--- config.mk ---
export PLATFORM = sky130hd
export DESIGN_NAME = safe_code_controller
export DESIGN_NICKNAME = d
export VERILOG_FILES = /design/src/rtl/safe_code_controller.sv
export SDC_FILE = /design/constraint.sdc
export NUM_CORES = 1
export LEC_CHECK = 0
export ABC_CLOCK_PERIOD_IN_PS = 5650
export BUFFER_PORTS_ARGS = -buffer_cell sky130_fd_sc_hd__buf_2
export CAP_MARGIN = 30
export CELL_PAD_IN_SITES_DETAIL_PLACEMENT = 0
export CELL_PAD_IN_SITES_GLOBAL_PLACEMENT = 2
export CORE_ASPECT_RATIO = 1.1
export CORE_UTILIZATION = 43
export CTS_CLUSTER_DIAMETER = 100
export DETAILED_ROUTE_END_ITERATION = 8
export GPL_TIMING_DRIVEN = 0
export PLACE_DENSITY_LB_ADDON = 0.15
export SLEW_MARGIN = 20
export SYNTH_ARGS = -nofsm -noshare
export SYNTH_HDL_FRONTEND = slang
export SYNTH_SLANG_ARGS = --single-unit
--- constraint.sdc ---
create_clock -name clk -period 5.65 [get_ports clk]
set_input_delay 0.8475 -clock clk [delete_from_list [all_inputs] [get_ports clk]]
set_output_delay 0.8475 -clock clk [all_outputs]
set_load 0.05 [all_outputs]
--- src/rtl/safe_code_controller.sv ---
// PIN entry controller: buffers keypad digits, checks them against a stored code,
// drives the lock release, counts failed attempts and enforces a timed lockout.
module safe_code_controller #(
  parameter int unsigned                CODE_LEN       = 4,
  parameter logic [4*CODE_LEN-1:0]      DEFAULT_CODE   = 16'h1234,
  parameter int unsigned                MAX_FAILS      = 3,
  parameter int unsigned                LOCKOUT_CYCLES = 1024,
  parameter int unsigned                OPEN_CYCLES    = 0
) (
  input  logic       clk,
  input  logic       rst,
  input  logic [3:0] key_code,
  output logic       unlocked,
  output logic       lockout,
  output logic [2:0] digit_count,
  output logic       ok_pulse,
  output logic       err_pulse,
  output logic       code_set_pulse,
  output logic [1:0] state
);

  localparam int unsigned CW         = 4 * CODE_LEN;
  localparam logic [2:0]  FULL_CNT   = 3'(CODE_LEN);
  localparam logic [3:0]  FAIL_LIMIT = 4'(MAX_FAILS);
  localparam logic [23:0] LOCK_LOAD  = 24'(LOCKOUT_CYCLES);
  localparam logic [23:0] OPEN_LOAD  = 24'(OPEN_CYCLES);
  localparam bit          TIMED_OPEN = (OPEN_CYCLES != 0);

  typedef enum logic [1:0] {
    ST_LOCKED  = 2'd0,
    ST_CHECK   = 2'd1,
    ST_OPEN    = 2'd2,
    ST_LOCKOUT = 2'd3
  } state_t;

  state_t         state_q, state_d;
  logic [CW-1:0]  buf_q, buf_d;
  logic [CW-1:0]  code_q, code_d;
  logic [2:0]     cnt_q, cnt_d;
  logic           ovf_q, ovf_d;
  logic [3:0]     fail_q, fail_d;
  logic [23:0]    tmr_q, tmr_d;
  logic           ok_q, ok_d;
  logic           err_q, err_d;
  logic           set_q, set_d;

  logic           is_digit, is_hash, is_star;
  logic           full, entry_ok, match;
  logic [CW-1:0]  acc_buf;
  logic [2:0]     acc_cnt;
  logic           acc_ovf;
  logic [3:0]     fail_inc;

  assign is_digit = (key_code <= 4'd9);
  assign is_hash  = (key_code == 4'd10);
  assign is_star  = (key_code == 4'd11);
  assign full     = (cnt_q == FULL_CNT);
  assign entry_ok = full && !ovf_q;
  assign match    = entry_ok && (buf_q == code_q);
  assign fail_inc = fail_q + 4'd1;

  // A digit on a full buffer only marks overflow so the attempt is rejected later.
  always_comb begin
    acc_buf = buf_q;
    acc_cnt = cnt_q;
    acc_ovf = ovf_q;
    if (full) begin
      acc_ovf = 1'b1;
    end else begin
      acc_buf = (buf_q << 4) | CW'(key_code);
      acc_cnt = cnt_q + 3'd1;
    end
  end

  always_comb begin
    state_d = state_q;
    buf_d   = buf_q;
    cnt_d   = cnt_q;
    ovf_d   = ovf_q;
    code_d  = code_q;
    fail_d  = fail_q;
    tmr_d   = tmr_q;
    ok_d    = 1'b0;
    err_d   = 1'b0;
    set_d   = 1'b0;

    unique case (state_q)
      ST_LOCKED: begin
        if (is_digit) begin
          buf_d = acc_buf;
          cnt_d = acc_cnt;
          ovf_d = acc_ovf;
        end else if (is_star) begin
          buf_d = '0;
          cnt_d = '0;
          ovf_d = 1'b0;
        end else if (is_hash) begin
          state_d = ST_CHECK;
        end
      end

      ST_CHECK: begin
        buf_d = '0;
        cnt_d = '0;
        ovf_d = 1'b0;
        if (match) begin
          state_d = ST_OPEN;
          ok_d    = 1'b1;
          fail_d  = '0;
          tmr_d   = OPEN_LOAD;
        end else begin
          err_d  = 1'b1;
          fail_d = fail_inc;
          if (fail_inc == FAIL_LIMIT) begin
            state_d = ST_LOCKOUT;
            tmr_d   = LOCK_LOAD;
          end else begin
            state_d = ST_LOCKED;
          end
        end
      end

      ST_OPEN: begin
        if (TIMED_OPEN) tmr_d = tmr_q - 24'd1;
        // Timeout takes priority over any key arriving in the same cycle.
        if (TIMED_OPEN && tmr_q <= 24'd1) begin
          state_d = ST_LOCKED;
          tmr_d   = '0;
          buf_d   = '0;
          cnt_d   = '0;
          ovf_d   = 1'b0;
        end else if (is_digit) begin
          buf_d = acc_buf;
          cnt_d = acc_cnt;
          ovf_d = acc_ovf;
        end else if (is_star) begin
          state_d = ST_LOCKED;
          tmr_d   = '0;
          buf_d   = '0;
          cnt_d   = '0;
          ovf_d   = 1'b0;
        end else if (is_hash) begin
          buf_d = '0;
          cnt_d = '0;
          ovf_d = 1'b0;
          if (entry_ok) begin
            code_d = buf_q;
            set_d  = 1'b1;
          end else begin
            err_d = 1'b1;
          end
        end
      end

      ST_LOCKOUT: begin
        tmr_d = tmr_q - 24'd1;
        if (tmr_q <= 24'd1) begin
          state_d = ST_LOCKED;
          tmr_d   = '0;
          fail_d  = '0;
        end
      end

      default: state_d = ST_LOCKED;
    endcase
  end

  always_ff @(posedge clk or negedge rst) begin
    if (!rst) begin
      state_q <= ST_LOCKED;
      buf_q   <= '0;
      code_q  <= DEFAULT_CODE;
      cnt_q   <= '0;
      ovf_q   <= 1'b0;
      fail_q  <= '0;
      tmr_q   <= '0;
      ok_q    <= 1'b0;
      err_q   <= 1'b0;
      set_q   <= 1'b0;
    end else begin
      state_q <= state_d;
      buf_q   <= buf_d;
      code_q  <= code_d;
      cnt_q   <= cnt_d;
      ovf_q   <= ovf_d;
      fail_q  <= fail_d;
      tmr_q   <= tmr_d;
      ok_q    <= ok_d;
      err_q   <= err_d;
      set_q   <= set_d;
    end
  end

  assign unlocked       = (state_q == ST_OPEN);
  assign lockout        = (state_q == ST_LOCKOUT);
  assign digit_count    = cnt_q;
  assign ok_pulse       = ok_q;
  assign err_pulse      = err_q;
  assign code_set_pulse = set_q;
  assign state          = state_q;

endmodule

Yosys cells after proc, flatten, opt, wreduce, memory -nomap -nowiden. Cells that the tools add are included.

Bits in registers: 69. Logic and storage cells: 99.

$add $sub $neg: 3. $lt $le $gt $ge: 2. Bitwise gates (word level): 3. Equal/unequal tests: 17. Multiplexer cells: 52. Reduce and logical (&&, ||, !) cells: 12.

Operator list (count): $mux W24 (5); $mux W16 (6); $pmux W24 S3 (1); $pmux W16 S3 (1); $le A24 B1 Y1 const B (1); $sub A24 B1 Y24 const B (1); $mux W1 (18); $mux W3 (6); $eq A16 B16 Y1 (1); $mux W2 (8); $or A16 B4 Y16 (1); $pmux W3 S3 (1); $eq A4 B4 Y1 const B (2); $mux W4 (2); $ne A2 B2 Y1 const B (4); $pmux W2 S4 (1); $pmux W4 S2 (1); $ne A3 B3 Y1 const B (2); $reduce_and A6 Y1 (1); $reduce_bool A3 Y1 (2); $reduce_and A5 Y1 (1); $add A4 B1 Y4 const B (1); $eq A2 B2 Y1 const B (2); $eq A4 B2 Y1 const B (1); 16 further kinds (19).

Longest topological paths before layout. Gate-level depths: netlist (run 1).

Depth in word-level cells: 7. Mapped depth: 11.

Worst setup path before layout (run 1). Ideal clock, no wire load.

Path type: register to register. From: register state_q[0] (netlist: state[0]). To: register cnt_q[1] (netlist: digit_count[1]). Data arrival time: 2.713 ns. Data required time: 5.583 ns. Cell stages (with the launch flop): 9. Library setup time: 0.067 ns. Slack: 2.869 ns. Cells stage by stage: dfrtp_1 > inv_1 > ha_1 > a22o_1 > a21oi_1 > and3_1 > clkbuf_1 > buf_1 > a22o_1.

Word-level cells in the longest chain between the ends: 3.

RTL lines: start: declaration (RTL line 36) `state_t state_q, state_d;`; start signal: assignment (RTL line 181) `state_q <= state_d;`; $eq A2 B2 Y1 (*); via unlocked (RTL line 13) `output logic unlocked,`; $ne A4 B1 Y1 (no line) / $reduce_bool A3 Y1 (equally long branches); $reduce_and A3 Y1 (no line); end signal: assignment (RTL line 184) `cnt_q <= cnt_d;`; end: declaration (RTL line 39) `logic [2:0] cnt_q, cnt_d;`.

The timed path passes the listed nets; every way through them passes the cells marked *. A chain may end at the register's enable or synchronous reset.

Worst setup path in the final report (run 1).
From: register tmr_q[12]. To: register tmr_q[11].

Word-level cells in the longest chain between the ends: 3.

RTL lines: start: declaration (RTL line 42) `logic [23:0] tmr_q, tmr_d;`; start signal: assignment (RTL line 187) `tmr_q <= tmr_d;`; $le A24 B1 Y1 (RTL line 157) `if (tmr_q <= 24'd1) begin`; $mux W24 (RTL line 157); $pmux W24 S3 (RTL line 87) `unique case (state_q)`.

No other way between the ends.

==> results of run 1 <==
cell type report:
| class | count | area share |
|---|---|---|
| Buffer | 17 | 0.0199 |
| Clock buffer | 9 | 0.0303 |
| Clock inverter | 7 | 0.0144 |
| Inverter | 14 | 0.0129 |
| Multi-Input combinational cell | 285 | 0.441 |
| Sequential cell | 69 | 0.424 |
| Tap cell | 108 | 0.0331 |
| Timing Repair Buffer | 16 | 0.0239 |
sequential cells by signal, summed over array words and instances (netlist names):
| register | cells |
|---|---|
| ok_pulse | 1 |
| fail_q | 4 |
| ovf_q | 1 |
| buf_q | 16 |
| tmr_q | 24 |
| code_set_pulse | 1 |
| digit_count | 3 |
| code_q | 16 |
| state | 2 |
| err_pulse | 1 |
stage by stage:
stage / util / cells / setup slack (ns)
finish: 0.505 / 525 / 2.69
floorplan: - / 385 / 2.87
detailed placement: 0.483 / 509 / 2.63
global route: 0.505 / 525 / 2.58
CTS: 0.505 / 525 / 2.66
global placement: 0.480 / 508 / 2.63
layer usage:
layer,global-route usage,wire (um),part of all wire,vias to the layer above
li1,-,-,-,1449
met3,0.0293,273,0.031,11
met4,0.0819,129,0.014,0
met5,0,0,0,-
met1,0.275,4040,0.45,1403
met2,0.377,4500,0.50,48
report_power, final:
| group | leakage [nW] | switching [W] | internal (W) | total (W) |
|---|---|---|---|---|
| Combinational | 0.969 | 0.000664 | 0.000291 | 0.000955 |
| Clock | 0.0864 | 0.000219 | 0.000164 | 0.000383 |
| Sequential | 0.927 | 0.0000853 | 0.000571 | 0.000657 |
| Total | 1.98 | 0.000968 | 0.00103 | 0.00199 |
kinds of logic after synthesis:
group / count (synthesis) / share of synthesized area
and+or+nand+nor: 151 / 0.192
AOI/OAI and AO/OA: 101 / 0.206
DFF: 69 / 0.472
buffers and inverters: 31 / 0.0365
xor gates and xnor gates: 18 / 0.0430
adders and majority gates: 11 / 0.0375
muxes: 4 / 0.0119
cells in the mapped netlist, types with 4 or more instances:
master	n	area share
a21oi_1	10	0.014
a22o_1	18	0.043
clkbuf_1	12	0.012
dfrtp_1	64	0.44
dfstp_2	5	0.036
ha_1	11	0.038
inv_1	12	0.012
nand2_1	63	0.064
nand2b_1	5	0.0085
nand3_1	9	0.012
nand4_1	5	0.0085
nor2_1	29	0.030
nor3_1	14	0.019
nor4_1	8	0.014
o21a_1	5	0.010
o21ai_0	8	0.011
o21ai_1	11	0.015
o22ai_1	4	0.0068
o31ai_1	22	0.045
o41ai_1	4	0.0095
xnor2_1	4	0.0095
xor2_1	14	0.033
worst max path at each step:
stage          slack [ns]                          to                   from  cells after the start
2_1_floorplan        2.87  digit_count[1]$_DFFE_PN0P_   state[0]$_DFFE_PN0P_                      8
3_3_place_gp         2.63       buf_q[12]$_DFFE_PN0P_            key_code[0]                      9
3_5_place_dp         2.63       buf_q[10]$_DFFE_PN0P_            key_code[0]                      9
4_1_cts              2.66       tmr_q[11]$_DFFE_PN0P_  tmr_q[12]$_DFFE_PN0P_                      7
5_1_grt              2.58       tmr_q[19]$_DFFE_PN0P_  tmr_q[12]$_DFFE_PN0P_                      7
6_report             2.69       tmr_q[11]$_DFFE_PN0P_  tmr_q[12]$_DFFE_PN0P_                      7
==> impl_results.md, run 1 <==
- Clock Sink Count: approximately 70
- Slowest cell on the critical path: o41ai_4
- Crit path max fanout: 10
- Mapped Nets: approximately 400
- Fmax: about 340 MHz
- Routed vias: just under 3,000
- Core area: between 8000 and 9000 sq um
- Layout cells sized above 1: 0.127
- # fillers: approximately 760
- Post-synth top flop: dfrtp_1
- Post-Synthesis Cells: just under 400
- CP Capture Type: register
- Ys async rst share: 1.00
- Worst-Margin Slew: between 0.7 and 0.8 ns
- Antenna Nets Post-Route: 0
- Initial antenna violation count: 0
- Delay-heaviest family, CP: simple AND/OR/NAND/NOR gates
- Final hold slack: just over 0.4 ns
- GRT Total Usage: 0.217
- Yosys reg bits: 69
- Final Skew: between 0.01 and 0.015 ns
- Final critical-path share of the clock period: 0.524
- Final setup TNS: 0 ns
- Skew-Pair Late Insertion Delay: between 0.3 and 0.4 ns
- Routability-driven placement congestion ratio: 0.792
- Status: finished clean
- Number of global-route vias before repair: between 3,000 and 4,000
- Commonest non-fill, non-tap cells in the layout: dfrtp_1 (64), nand2_1 (63), nor2_1 (29)
- Critical R2R Launch: tmr_q[12]$_DFFE_PN0P_
- Die Wd: around 90 um
- DRC errors left: 0
- IO Port Bufs: 15
- Post-synth EDFFs: 0
- H-tree Lvls: 3
- Postcts setup bufs: 0
- CTS tree: yes
- Crit Path Category: reg -> reg
- Mapped Avg Cell Area: around 9.5 sq um
- Routed wire length per instance: ~17 um
- Maximum resistive drop on vdd: about 0.00022 V
- Worst EP required: slightly below 6 ns
- Max clock buf depth: 2
- CTS clk-pin slew, worst paths: ~0.080 ns
- # nets final: about 430
- Post-CTS Resized: 0
- Final setup violating endpoints: 0
- Die Y: 98.9 um
- Seq/Total Area, Yosys: 0.472
- Final instance area: roughly 4000 sq um
- Leak Pwr: approximately 2 nW
- Crit path cell chain: or4_4, or3_4, o41ai_4, nor2_2, nand2_2, buf_6, o22ai_1
- # IOs: 16
- Gr ovfl total: 0
- Total CTS buffers: 9
- PnR Total Power: ~0.002 W
- Min cycle time layout: 2.96 ns
- WP buf/inv: 1
- Initial core utilization: 0.454
- Area grow syn2layout: 11.3%
- Largest net degree at the start of global routing: 42
- Yosys warns: 0
- MaxCap Viol Count: 0
- Cell variety after synth: around 50
- Crit path DAT: around 3.2 ns
- Iteration-0 DRC Markers: ~110
- Final Hold Viols: 0
- Register Area: 1730 sq um
- Final wirelength: 8.95 mm
- Worst r2r path cells: 7
- Slew margin rel.: 0.495
- # rows: 34
- Crit-path max cell delay: about 0.74 ns
- First-pass GRT wire length: 15.2 mm
- Unrepaired setup endpoints after global routing: false
- Hold crit path type: in -> async
- Max Slew Vio Count: 0
- Commonest non-fill, non-tap cell in the layout: dfrtp_1
- Die Area: between 8000 and 9000 sq um
- 1st-pass router iterations: 4
- Hold Buf Count CTS: 0
- Diodes inserted: 0
- Placed cell areas: a little under 4000 sq um
- Root buffer cell: clkbuf_8
- Syn Std Cell Area: roughly 3700 sq um
- Vias per cell: between 5 and 6
- Footprint of the multi-input gates: between 1500 and 2000 sq um
- Critical path launch point type: register
- Reg2reg setup slack: ~2.7 ns
- RR Endpoint: tmr_q[11]$_DFFE_PN0P_
- DPL Wire Length: between 6 and 7 mm
- Pwr Density: around 490 nW/um^2
Power figures use the tool's default switching activity.
==> run 2: changes to the inputs <==
- ABC_CLOCK_PERIOD_IN_PS: 5650 -> 2700
- CORE_UTILIZATION: 43 -> 36
- clock period: 5.65 -> 2.7 ns (I/O delays scaled with it)
==> run 2 against run 1 <==
Against the previous run:
- largest cell class unchanged
- global-route usage fell by 2.3 points
- sequential share of layout area fell by 2.7 points
- hold slack lost 0.086 ns
- critical path type unchanged
- the run now ends with negative setup slack left
- sequential power grew 110%
- wire length increased by 7.6%
- via count up 4.4%
- critical path depth unchanged
- utilization is 6.3 points lower
- power increased by 120%
- worst setup slack got worse by 2.7 ns
==> impl_results.md, run 2 (synthesis gave the netlist of run 1 again) <==
- Root buffer cell: clkbuf_8
- Reg2reg setup slack: -0.04 ns (-2.73 ns)
- Initial core utilization: 0.371 (-0.0829)
- # rows: 38 (+12%)
- Finished Layout Cells: 560 (+6.7%)
- Max Slew Vio Count: 0 (unchanged)
- Routed vias: 3,038 (+4.4%)
- Slowest cell on the critical path: or4_4
- Commonest non-fill, non-tap cells in the layout: nand2_1 (63), dfrtp_1 (62), nor2_1 (28)
- Core area: 9890 sq um (+22%)
- Initial antenna violation count: 0 (unchanged)
- Largest net degree at the start of global routing: 45 (+7.1%)
- Crit-path max cell delay: 0.54 ns (-0.20 ns)
- Worst r2r path cells: 7 (unchanged)
- Fmax: 365 MHz (+8.0%)
- Iteration-0 DRC Markers: 146 (+35%)
- Unrepaired setup endpoints after global routing: true
- CP Capture Type: register
- PnR Total Power: 0.00440 W (+120%)
- Maximum resistive drop on vdd: 0.000407 V (+84%)
- Failing checks: negative setup slack
- Final wirelength: 9.63 mm (+7.6%)
- Routability-driven placement congestion ratio: 0.744 (-6.0%)
- Final critical-path share of the clock period: 1.02 (+0.491)
- CTS tree: yes
- Final Hold Viols: 0 (unchanged)
- Delay-heaviest family, CP: simple AND/OR/NAND/NOR gates
- RR Endpoint: fail_q[2]$_DFFE_PN0P_
- Max clock buf depth: 2 (unchanged)
- Commonest non-fill, non-tap cell in the layout: nand2_1
- Status: finished, violations left
- Die Y: 108 um (+9.1%)
- Crit path DAT: 2.96 ns (-0.24 ns)
- Biggest regs: tmr_q x24, buf_q x16, code_q x16
- Diodes inserted: 0 (unchanged)
- 1st-pass router iterations: 4 (unchanged)
- CTS clk-pin slew, worst paths: 0.09 ns (about the same)
- Cell depth of the worst setup path: 7 (unchanged)
- Leak Pwr: 2.14 nW (+7.9%)
- Max FFs per register: 24 (unchanged)
- Pwr Density: 1010 nW/um^2 (+110%)
- Slew margin rel.: 0.572 (+0.0773)
- Crit Path Category: reg -> reg
- MaxCap Viol Count: 0 (unchanged)
- Crit path cell chain: or4_4, or4_4, buf_6, o41a_1, buf_6, buf_4, a221o_1
- GRT Total Usage: 0.193 (-0.0234)
- # IOs: 16 (unchanged)
- Worst-Margin Slew: 0.637 ns (-0.118 ns)
- Number of global-route vias before repair: 3,015 (-0.59%)
- Hold crit path type: in -> reg
- Placed cells: 521 (+2.4%)
- Routed wire length per instance: 17.2 um (+0.92%)
- Skew-Pair Late Insertion Delay: 0.35 ns (about the same)
- First-pass GRT wire length: 15.8 mm (+4.3%)
- DPL Wire Length: 6.52 mm (+4.9%)
- Total CTS buffers: 9 (unchanged)
- Critical path launch point type: register
- Largest reg by FF count: tmr_q
- Worst EP required: 2.92 ns (-2.97 ns)
- # nets final: 452 (+5.4%)
- DRC errors left: 0 (unchanged)
- Gr ovfl total: 0 (unchanged)
- Die Area: 10,600 sq um (+19%)
- Area grow syn2layout: 19.2%
- H-tree Lvls: 3 (unchanged)
- # fillers: 983 (+29%)
- Min cycle time layout: 2.74 ns (-0.219 ns)
- CP Launch Point: tmr_q[18]$_DFFE_PN0P_
- Final setup violating endpoints: 2 (+2)
- Critical R2R Launch: tmr_q[18]$_DFFE_PN0P_
- Crit path to: fail_q[2]$_DFFE_PN0P_
- Antenna Nets Post-Route: 0 (unchanged)
- Vias per cell: 5.43 (-2.2%)
- WP buf/inv: 3 (+2)
- IO Port Bufs: 15 (unchanged)
- Crit path max fanout: 6 (-4)
- Clock Sink Count: 69 (unchanged)
- Fin worst setup slack: -0.0407 ns (-2.73 ns)
- Die Wd: 98.3 um (+9.1%)
- Layout cells sized above 1: 0.207 (+0.0797)
- Final Skew: 0.0174 ns (+0.00655 ns)
[run 2: cell types whose count changed in the layout (fill, tap and decap cells not counted), sizes merged]
cell         delta
inv             -1
buf            +24
dlygate4sd3     +1
clkinvlp        -1
[run 2: final cells by class]
cell class,count,area (sq um),share of cell area
Multi-Input combinational cell,285,1870,0.428
Sequential cell,69,1740,0.397
Timing Repair Buffer,41,295,0.0675
Tap cell,120,150,0.0343
Clock buffer,11,141,0.0323
Buffer,15,91.3,0.0209
Inverter,14,53.8,0.0123
Clock inverter,5,35.0,0.00801
[run 2: metal layers]
| metal | up-vias | global-route usage | routed length [um] |
|---|---|---|---|
| met5 | - | 0 | 0 |
| met3 | 15 | 0.0279 | 198 |
| met1 | 1497 | 0.247 | 4520 |
| met4 | 0 | 0.0725 | 198 |
| li1 | 1488 | - | - |
| met2 | 38 | 0.332 | 4710 |
[run 2: metrics by stage]
stage	setup slack, ns	cell area [sq um]	TNS (ns)	util	hold slack (ns)
4_1_cts	0.00769	4230	0	0.428	0.326
2_1_floorplan	0.0931	3670	0	-	0.109
3_3_place_gp	-0.305	3900	-4.75	0.394	0.453
6_report	-0.0407	4370	-0.0647	0.442	0.329
5_1_grt	-0.0748	4370	-0.269	0.442	0.322
3_5_place_dp	-0.313	3930	-4.61	0.397	0.362
[run 2: worst min-delay path by stage]
stage | end | cells past startpoint | slack [ns] | start
finish | buf_q[3]$_DFFE_PN0P_ | 2 | 0.33 | key_code[3]
global route | buf_q[3]$_DFFE_PN0P_ | 2 | 0.32 | key_code[3]
CTS | buf_q[3]$_DFFE_PN0P_ | 2 | 0.33 | key_code[3]
detailed placement | tmr_q[4]$_DFFE_PN0P_ | 1 | 0.36 | rst
global placement | code_q[9]$_DFFE_PN1P_ | 2 | 0.45 | code_q[9]$_DFFE_PN1P_
floorplan | buf_q[0]$_DFFE_PN0P_ | 0 | 0.11 | rst
[run 2: worst reg2reg max path: stages, from the launching register on]
cell and delay (ns):
dfrtp_1 0.38, or4_4 0.54, or4_4 0.43, buf_6 0.15, o41a_1 0.46, buf_6 0.17
buf_4 0.15, a221o_1 0.34
[run 2: timing repair]
item	4_1_cts	5_1_grt
hold buffers	1	0
pin swaps	4	6
setup buffers	12	12
setup endpoints to repair	30	34
resized for setup	7	17
endpoints found under the hold margin	19	0
[run 2: report_power, final]
group	leakage (nW)	internal [W]	switching, W
clock	0.0897	0.000361	0.000426
sequential	0.925	0.00120	0.000182
combinational	1.13	0.000761	0.00147
==> run 3: changes to the inputs <==
- REMOVE_ABC_BUFFERS: default -> 1
==> run 3 against run 2 <==
Against the previous run:
- the run now ends clean
- hold slack better by 0.015 ns
- fmax grew 4.8%
- sequential power about the same
- largest power group unchanged
==> impl_results.md, run 3 (synthesis gave the netlist of run 1 again) <==
- Status: finished clean
- Commonest non-fill, non-tap cells in the layout: nand2_1 (63), dfrtp_1 (63), nor2_1 (28)
- Final setup violating endpoints: 0 (-2)
- CTS clk-pin slew, worst paths: 0.08 ns (about the same)
- Largest reg by FF count: tmr_q
- Max Slew Vio Count: 0 (unchanged)
- Core area: 9890 sq um (unchanged)
- Routed wire length per instance: 17.1 um (-0.62%)
- 1st-pass router iterations: 6 (+2)
- Max FFs per register: 24 (unchanged)
- Antenna Nets Post-Route: 0 (unchanged)
- Routed vias: 2,973 (-2.1%)
- WP buf/inv: 1 (-2)
- Slew margin rel.: 0.470 (-0.102)
- Number of global-route vias before repair: 2,921 (-3.1%)
- Critical R2R Launch: tmr_q[19]$_DFFE_PN0P_
- Slowest cell on the critical path: or4_4
- CTS tree: yes
- Maximum resistive drop on vdd: 0.000514 V (+26%)
- Leak Pwr: 2.07 nW (-3.1%)
- DRC errors left: 0 (unchanged)
- Hold Startpoint: key_code[3]
- Die Y: 108 um (unchanged)
- MaxCap Viol Count: 0 (unchanged)
- Die Area: 10,600 sq um (unchanged)
- Critical path launch point type: register
- Crit path max fanout: 6 (unchanged)
- Layout cells sized above 1: 0.191 (-0.0154)
- Gr ovfl total: 0 (unchanged)
- Cell depth of the worst setup path: 5 (-2)
- CP Capture Type: register
- Crit-path max cell delay: 0.57 ns (+0.03 ns)
- Final critical-path share of the clock period: 0.968 (-0.0468)
- Crit Path Category: reg -> reg
- Crit path DAT: 2.85 ns (-0.11 ns)
- RR Endpoint: fail_q[2]$_DFFE_PN0P_
- Iteration-0 DRC Markers: 152 (+4.1%)
- Pwr Density: 1040 nW/um^2 (+3.4%)
- Total CTS buffers: 9 (unchanged)
- Final hold slack: 0.345 ns (+0.0154 ns)
- Initial core utilization: 0.371 (unchanged)
- Final setup TNS: 0 ns (+0.0647 ns)
- H-tree Lvls: 3 (unchanged)
- Worst EP required: 2.94 ns (+0.02 ns)
- Biggest regs: tmr_q x24, buf_q x16, code_q x16
- Fmax: 382 MHz (+4.8%)
- Root buffer cell: clkbuf_8
- Most Frequent Cell on Critical Path: or4_4
- Delay-heaviest family, CP: simple AND/OR/NAND/NOR gates
- # IOs: 16 (unchanged)
- Min cycle time layout: 2.61 ns (-0.126 ns)
- Max clock buf depth: 2 (unchanged)
- # nets final: 430 (-4.9%)
- Die Wd: 98.3 um (unchanged)
- Crit path cell chain: or4_4, or4_4, o41a_4, buf_4, a221o_1
- Routability-driven placement congestion ratio: 0.743 (-0.23%)
- Hold crit path type: in -> reg
- Worst r2r path cells: 5 (-2)
- Final Skew: 0.00745 ns (-0.00991 ns)
- Largest net degree at the start of global routing: 49 (+8.9%)
- Worst-Margin Slew: 0.795 ns (+0.158 ns)
- Initial antenna violation count: 0 (unchanged)
- Final Hold Viols: 0 (unchanged)
- Reg2reg setup slack: 0.09 ns (+0.13 ns)
- Hold Path Stages: 2 (unchanged)
- Clock Sink Count: 69 (unchanged)
- IO Port Bufs: 15 (unchanged)
- Area grow syn2layout: 16.6%
- GRT Total Usage: 0.187 (-0.00691)
- WHS Endpoint: buf_q[3]$_DFFE_PN0P_
- Vias per cell: 5.53 (+1.9%)
- DPL Wire Length: 5.97 mm (-8.5%)
- Diodes inserted: 0 (unchanged)
- Skew-Pair Late Insertion Delay: 0.35 ns (about the same)
- First-pass GRT wire length: 15.2 mm (-3.8%)
- # rows: 38 (unchanged)
- Final wirelength: 9.19 mm (-4.5%)
run 3: changes by cell type in the layout (fill, tap and decap cells not counted), moves of 3 or more:
| cell | previous run | this run |
|---|---|---|
| o21ai_1 | 13 | 10 |
| buf_4 | 25 | 16 |
| buf_6 | 3 | 0 |
| clkbuf_1 | 11 | 1 |
run 3: per-stage QoR:
step | instances | total power (W) | area, sq um | setup WS [ns] | utilization
6_report | 538 | 0.00445 | 4280 | 0.0856 | 0.433
5_1_grt | 538 | 0.00478 | 4280 | -0.00229 | 0.433
4_1_cts | 527 | 0.00442 | 4160 | 0.000274 | 0.421
3_5_place_dp | 506 | 0.00335 | 3870 | -0.450 | 0.391
3_3_place_gp | 503 | 0.00329 | 3810 | -0.651 | 0.386
2_1_floorplan | 368 | 0.00275 | 3590 | -0.235 | -
run 3: layout make-up:
class | instances | area, sq um
Clock inverter | 4 | 70.1
Clock buffer | 12 | 155
Tap cell | 120 | 150
Fill cell | 997 | 5610
Inverter | 14 | 57.6
Timing Repair Buffer | 33 | 243
Multi-Input combinational cell | 286 | 1870
Sequential cell | 69 | 1730
run 3: how the worst max path moves through the flow:
stage                          startpoint                    end  slack [ns]
global placement     state[1]$_DFFE_PN0P_  tmr_q[12]$_DFFE_PN0P_       -0.65
floorplan            state[0]$_DFFE_PN0P_  tmr_q[12]$_DFFE_PN0P_       -0.24
finish              tmr_q[19]$_DFFE_PN0P_  fail_q[2]$_DFFE_PN0P_        0.09
CTS                 tmr_q[12]$_DFFE_PN0P_   state[0]$_DFFE_PN0P_      0.0003
detailed placement   state[1]$_DFFE_PN0P_  tmr_q[12]$_DFFE_PN0P_       -0.45
global route        tmr_q[13]$_DFFE_PN0P_   tmr_q[5]$_DFFE_PN0P_      -0.002
run 3: what timing repair did:
action | in CTS | in global routing
pin swaps | 2 | 3
setup buffers | 4 | 10
endpoints found under the hold margin | 21 | 0
gates resized for setup | 7 | 10
setup endpoints to repair | 24 | 44
gates cloned | 0 | 1
hold buffers | 1 | 0
run 3: layer usage:
layer | global-route usage | share of wire | up-vias
li1 | - | - | 1455
met5 | 0 | 0 | -
met4 | 0.0768 | 0.016 | 0
met1 | 0.244 | 0.47 | 1461
met2 | 0.311 | 0.49 | 45
met3 | 0.0253 | 0.025 | 12
run 3: power breakdown:
part	switching, W	internal, W
clock	0.000409	0.000568
combinational	0.00140	0.000695
sequential	0.000181	0.00120
total	0.00199	0.00246
